$ cat config.mk
export PLATFORM = sky130hd
export DESIGN_NAME = result_bcd_converter
export DESIGN_NICKNAME = d
export VERILOG_FILES = /design/src/rtl/result_bcd_converter.sv
export SDC_FILE = /design/constraint.sdc
export NUM_CORES = 1
export LEC_CHECK = 0
export ABC_AREA = 1
export BUFFER_PORTS_ARGS = -buffer_cell sky130_fd_sc_hd__clkbuf_2
export CAP_MARGIN = 20
export CORE_MARGIN = 8
export CORE_UTILIZATION = 50
export CTS_CLUSTER_SIZE = 20
export DETAILED_ROUTE_END_ITERATION = 8
export PLACE_DENSITY = 0.71
export SKIP_LAST_GASP = 1
export SYNTH_ARGS = -nofsm -noshare
export SYNTH_HDL_FRONTEND = slang
export SYNTH_SLANG_ARGS = --single-unit
$ cat constraint.sdc
create_clock -name clk -period 3 [get_ports clk]
set_input_delay 0.6 -clock clk [delete_from_list [all_inputs] [get_ports clk]]
set_output_delay 0.6 -clock clk [all_outputs]
set_load 0.005 [all_outputs]
$ cat src/rtl/result_bcd_converter.sv
// Sequential double-dabble: magnitude + sign in, sign + three BCD digits with
// leading-zero blank flags out, one shift per clock under a start/done handshake.
//
//   state | meaning
//   IDLE  | waiting for start; outputs hold the last result
//   SHIFT | add-3 correction then one left shift per cycle, WIDTH cycles
//   DONE  | scratch copied to the digit outputs, done pulses next cycle
module result_bcd_converter #(
    parameter int WIDTH = 9
) (
    input  logic             clk,
    input  logic             nrst,
    input  logic             start,
    input  logic [WIDTH-1:0] mag,
    input  logic             sign_in,
    output logic             busy,
    output logic             done,
    output logic             valid,
    output logic             sign_out,
    output logic [3:0]       hundreds,
    output logic [3:0]       tens,
    output logic [3:0]       ones,
    output logic             blank_h,
    output logic             blank_t
);

    typedef enum logic [1:0] {IDLE, SHIFT, DONE} state_t;

    state_t           state;
    logic [WIDTH-1:0] shreg;
    logic [11:0]      scratch;
    logic [11:0]      adj;
    logic [3:0]       cnt;
    logic             sign_lat;

    always_comb begin
        adj = scratch;
        for (int i = 0; i < 3; i++) begin
            if (scratch[4*i +: 4] >= 4'd5) adj[4*i +: 4] = scratch[4*i +: 4] + 4'd3;
        end
    end

    always_ff @(posedge clk or negedge nrst) begin
        if (!nrst) begin
            state    <= IDLE;
            shreg    <= '0;
            scratch  <= '0;
            cnt      <= '0;
            sign_lat <= 1'b0;
            busy     <= 1'b0;
            done     <= 1'b0;
            valid    <= 1'b0;
            sign_out <= 1'b0;
            hundreds <= '0;
            tens     <= '0;
            ones     <= '0;
            blank_h  <= 1'b0;
            blank_t  <= 1'b0;
        end else begin
            done <= 1'b0;
            case (state)
                IDLE: begin
                    if (start) begin
                        shreg    <= mag;
                        // a zero magnitude never displays as negative
                        sign_lat <= sign_in & (|mag);
                        scratch  <= '0;
                        cnt      <= 4'(WIDTH);
                        busy     <= 1'b1;
                        state    <= SHIFT;
                    end
                end
                SHIFT: begin
                    scratch <= {adj[10:0], shreg[WIDTH-1]};
                    shreg   <= shreg << 1;
                    cnt     <= cnt - 4'd1;
                    if (cnt == 4'd1) state <= DONE;
                end
                DONE: begin
                    hundreds <= scratch[11:8];
                    tens     <= scratch[7:4];
                    ones     <= scratch[3:0];
                    sign_out <= sign_lat;
                    blank_h  <= (scratch[11:8] == 4'd0);
                    blank_t  <= (scratch[11:8] == 4'd0) && (scratch[7:4] == 4'd0);
                    done     <= 1'b1;
                    valid    <= 1'b1;
                    busy     <= 1'b0;
                    state    <= IDLE;
                end
                default: state <= IDLE;
            endcase
        end
    end

endmodule

## Word level (Yosys, flattened, before mapping)

Index checks and enable logic that the tools add are counted.

- Output and inout port bits: 18
- Word-level logic and storage cells: 53
- Register bits: 46
- Input bits: 13

- Bitwise gates (word level): 1
- $add $sub $neg: 4
- Multiplexer cells: 15
- Eq/ne operators: 5
- Reductions and logical operators: 11
- Order comparisons: 3

Operator list:

| kind | count |
|---|---|
| one-hot mux 12 bit (2 select lines) | 1 |
| one-hot mux 9 bit (2 select lines) | 1 |
| greater-or-equal comparator 4 x 3 -> 1 bit (second input constant) | 3 |
| two-way mux 12 bit | 1 |
| two-way mux 4 bit | 3 |
| two-way mux 9 bit | 1 |
| OR reduction 9 bit | 1 |
| adder 4 x 2 -> 4 bit (second input constant) | 2 |
| logical NOT 4 bit | 2 |
| one-hot mux 4 bit (2 select lines) | 1 |
| AND reduction 2 bit | 4 |
| == test 4 x 1 -> 1 bit (second input constant) | 1 |
| two-way mux 2 bit | 2 |
| inequality test 2 bit (second input constant) | 2 |
| one-hot mux 2 bit (2 select lines) | 1 |
| nonzero test 2 bit | 2 |
| subtractor 4 x 1 -> 4 bit (second input constant) | 1 |
| adder 3 x 2 -> 3 bit (second input constant) | 1 |
| two-way mux 3 bit | 1 |
| == test 2 x 1 -> 1 bit (second input constant) | 1 |
| == test 2 bit (second input constant) | 1 |
| logical NOT 2 bit | 1 |
| two-way mux 1 bit | 2 |
| one-hot mux 1 bit (2 select lines) | 1 |
| 2 further kinds | 2 |

## Longest topological paths before layout

- Word-level depth: 3
- Gate-level depth with buffers: 9
- Mapped depth without buffers: 9

## Worst setup path before layout

No wires, ideal clock.

- Kind: in2reg
- From: in start
- To: reg shreg[6]
- Setup time: 0.123 ns
- Cell stages on the path: 6
- Arrival: 1.083 ns
- Path slack: 1.794 ns
- Cell sequence: nand2_1 nand2_4 inv_4 buf_6 nand2_1 nand2_1

- Word-level cells in the longest chain between the ends: 2

RTL lines:

| element | line | source |
|---|---|---|
| start: declaration | 13 | `input logic start,` |
| inequality test 2 bit (no source line) | n/a |  |
| AND reduction 2 bit (no source line) | n/a |  |
| end signal: assignment | 64 | `shreg <= mag;` |
| end signal: assignment | 75 | `shreg <= shreg << 1;` |
| end: declaration | 30 | `logic [WIDTH-1:0] shreg;` |

No other way between the ends.
A chain may end at the register's enable or synchronous reset.

## Worst setup path in the final report

- From: reg hundreds[2]
- To: out hundreds[2]

RTL lines:

| element | line | source |
|---|---|---|
| start: declaration | 20 | `output logic [3:0] hundreds,` |
| start signal: assignment | 80 | `hundreds <= scratch[11:8];` |

No word-level cell between the ends.

==> out/metrics.csv <==
stage,metric,value,unit
power_and_ir_drop,sequentialPowerShare,0.416,
clock_network,cts_root_buffer,clkbuf_8,
global_route,antenna_found_initial,0,
sta,rsz0062_at_grt,false,
finish,final_cell_area,2480,um2
setup_path,path_class,register to output port,
synth,synth_warnings,0,
sta,fin_ws,1600,ps
global_route,overflow,0,
synth,yosysUniqueCellTypes,21,
synth,syn_inst,256,
synth,syn_nets,278,
place,dp_hpwl,2.94,mm
drt,detail_route.iter0.violations,99,
synth,netlist_area,2210,um2
setup_path,worstPathRequired,2400,ps
clock_network,cts_buffers,5,
setup_path,cp-start-kind,register,
finish,drive_gt1_frac,0.176,
global_route,grt_pass1_wl,7.41,mm
clock_network,hold_buffers,0,
sta,tightestPinTransition,571,ps
clock_network,clk-insertion-delay-late,290,ps
finish,fillers,421,
power_and_ir_drop,power,2.53,mW
synth,yosys.area.top_type,dfrtp_1,
clock_network,path_clk_slew,80,ps
floorplan,die_w,82.5,um
setup_path,cp.arrival,800,ps
place,place.gp.congestion,0.802,
sta,finalSetupViolations,0,
outcome,run_status,"complete, no violations",
sta,setup_tns,0,ps
global_route,grt_pass1_vias,1635,
synth,synth_top_area_share,0.521,
floorplan,io_pins,31,
drt,wl_per_cell,12.4,um
global_route,grt_max_degree,47,
drt,drt_pass1_iterations,4,
drt,vias,1703,
clock_network,cts_resized,0,
drt,via_per_inst,4.99,
drt,drc,0,
worst_hold_path,hp-class,input pin to async pin,
sta,max_freq,0.716,GHz
floorplan,core_area,4290,um2
clock_network,htree_levels,2,
sta,finalHoldViolCount,0,
place,portBuffers,30,
power_and_ir_drop,power_switching,1.02,mW
synth,ys_seq_elements,46,
power_and_ir_drop,power_density,1020,nW/um2
place,pre_cts_ws,1550,ps
synth,syn_avg_cell_area,8.63,um2
floorplan,dieArea,6800,um2
clock_network,cts_tree,done,
setup_path,crit_path_cell_trace,clkbuf_2,
power_and_ir_drop,combinationalPowerShare,0.413,
finish,antenna_cells,0,
power_and_ir_drop,internal-power,1.52,mW
synth,synth_area_leaders,"dfrtp_1 (52%), nand2_1 (13%), o21ai_0 (8.6%), ha_1 (5.1%), nand3_1 (5.0%)",
setup_path,crit_family,flip-flops,
sta,finalClockSkew,7.54,ps
floorplan,placementRows,24,
drt,ant_nets,0,
setup_path,slowest_delay,390,ps
flow_run,drv_cap,0,
setup_path,crit_path_top_delay_cell,dfrtp_1,
setup_path,path_max_fanout,2,
sta,slew_headroom,0.619,
power_and_ir_drop,leakagePower,1.31,nW
global_route,grtUsageTotal,0.137,
power_and_ir_drop,ir_worst_vdd,0.000383,V
sta,period_needed,1400,ps
clock_network,post-cts-setup-buffers,0,
sta,fin_crit_sh,0.466,
sta,slew_violations,0,
floorplan,die_y,82.5,um
power_and_ir_drop,pwr-share-clk,0.171,
power_and_ir_drop,p_sw_frac,0.401,
drt,wl,4.22,mm
finish,area_growth,12.2,%
setup_path,end_kind,output port,
floorplan,start_util,0.515,
place,placed_area,2370,um2
synth,synth.yosys.seq_area_share,0.521,
finish,finalNetCount,310,
clock_network,clock-sinks,46,
setup_path,critPathBufInv,1,
clock_network,clockBufferDepth,2,
## power by group through the flow
stage | logic [mW] | clock network [mW] | registers [mW]
after floorplan | 0.805 | 0 | 1.05
after detailed placement | 1.05 | 0 | 1.07
final | 1.05 | 0.433 | 1.06
after global routing | 1.24 | 0.472 | 1.09
after global placement | 1.03 | 0 | 1.06
after CTS | 1.06 | 0.445 | 1.06
## final timing paths
check	cells after the start	startpoint	slack [ps]	to
max in group asynchronous	2	nrst	2230	state[0]$_DFFE_PN0P_
max	1	hundreds[2]$_DFFE_PN0P_	1600	hundreds[2]
min	2	nrst	370	scratch[2]$_DFFE_PN0P_
min reg2reg	1	valid$_DFFE_PN0P_	470	valid$_DFFE_PN0P_
min in group clk	1	valid$_DFFE_PN0P_	470	valid$_DFFE_PN0P_
max reg2reg	5	state[1]$_DFFE_PN0P_	1670	shreg[7]$_DFFE_PN0P_
## area by class of cell
cell class / instances / area (um2) / share of cell area
sequential: 46 / 1150 / 0.464
multi-input combinational: 175 / 883 / 0.356
timing repair buffer: 31 / 158 / 0.0636
inverter: 29 / 111 / 0.0449
tap: 52 / 65.1 / 0.0262
clock buffer: 8 / 110 / 0.0444
## layer usage
metal / vias up / part of all wire / GRT usage
li1: 894 / - / -
met1: 765 / 0.50 / 0.186
met2: 42 / 0.43 / 0.210
met3: 2 / 0.059 / 0.0400
met4: 0 / 0.0038 / 0.0368
met5: - / 0 / 0
## flip-flops by register name, indices dropped and copies added, names as in the netlist
register and cells:
blank_h 1, blank_t 1, busy 1, cnt 4
done 1, hundreds 4, ones 4, scratch 12
shreg 9, sign_lat 1, sign_out 1, state 2
tens 4, valid 1
## cells in the mapped netlist
cell     instances
nand3_2          1
inv_1           25
nor2_1          12
o21ai_1          2
o21ai_0         38
buf_6            5
nand2_1         74
nand4_2          1
or2_2            2
nand4_1          6
o22ai_1          2
inv_2            3
nand2_4          2
nor2_4           1
o21ai_2          1
ha_1             9
inv_4            1
buf_4            1
dfrtp_1         46
a21oi_1          2
nand3_1         22
## cells in the final DEF, fill, tap and decap left out
cell / instances
inv_1: 25
o21ai_2: 1
inv_2: 3
o21ai_1: 2
or2_2: 2
clkbuf_8: 8
nor2_4: 1
nand3_1: 22
nand2_4: 2
inv_4: 1
dfrtp_1: 46
a21oi_1: 2
o21ai_0: 38
nand2_1: 74
nor2_1: 12
nand3_2: 1
o22ai_1: 2
clkbuf_2: 30
buf_4: 1
nand4_2: 1
nand4_1: 6
ha_1: 9
## stage by stage
| step | util | hold WS (ps) | instances |
|---|---|---|---|
| after CTS | 0.577 | 399 | 341 |
| after floorplan | - | 304 | 256 |
| final | 0.577 | 369 | 341 |
| after detailed placement | 0.552 | 454 | 333 |
| after global routing | 0.577 | 424 | 341 |
| after global placement | 0.552 | 457 | 333 |
## logic make-up after synthesis
| group | Yosys count | synth area share |
|---|---|---|
| and+or+nand+nor | 121 | 0.244 |
| DFF | 46 | 0.521 |
| AOI/OAI and AO/OA | 45 | 0.105 |
| buffers and inverters | 35 | 0.0793 |
| adders and majority gates | 9 | 0.0510 |
No activity file was read; power rests on OpenSTA's default activity.
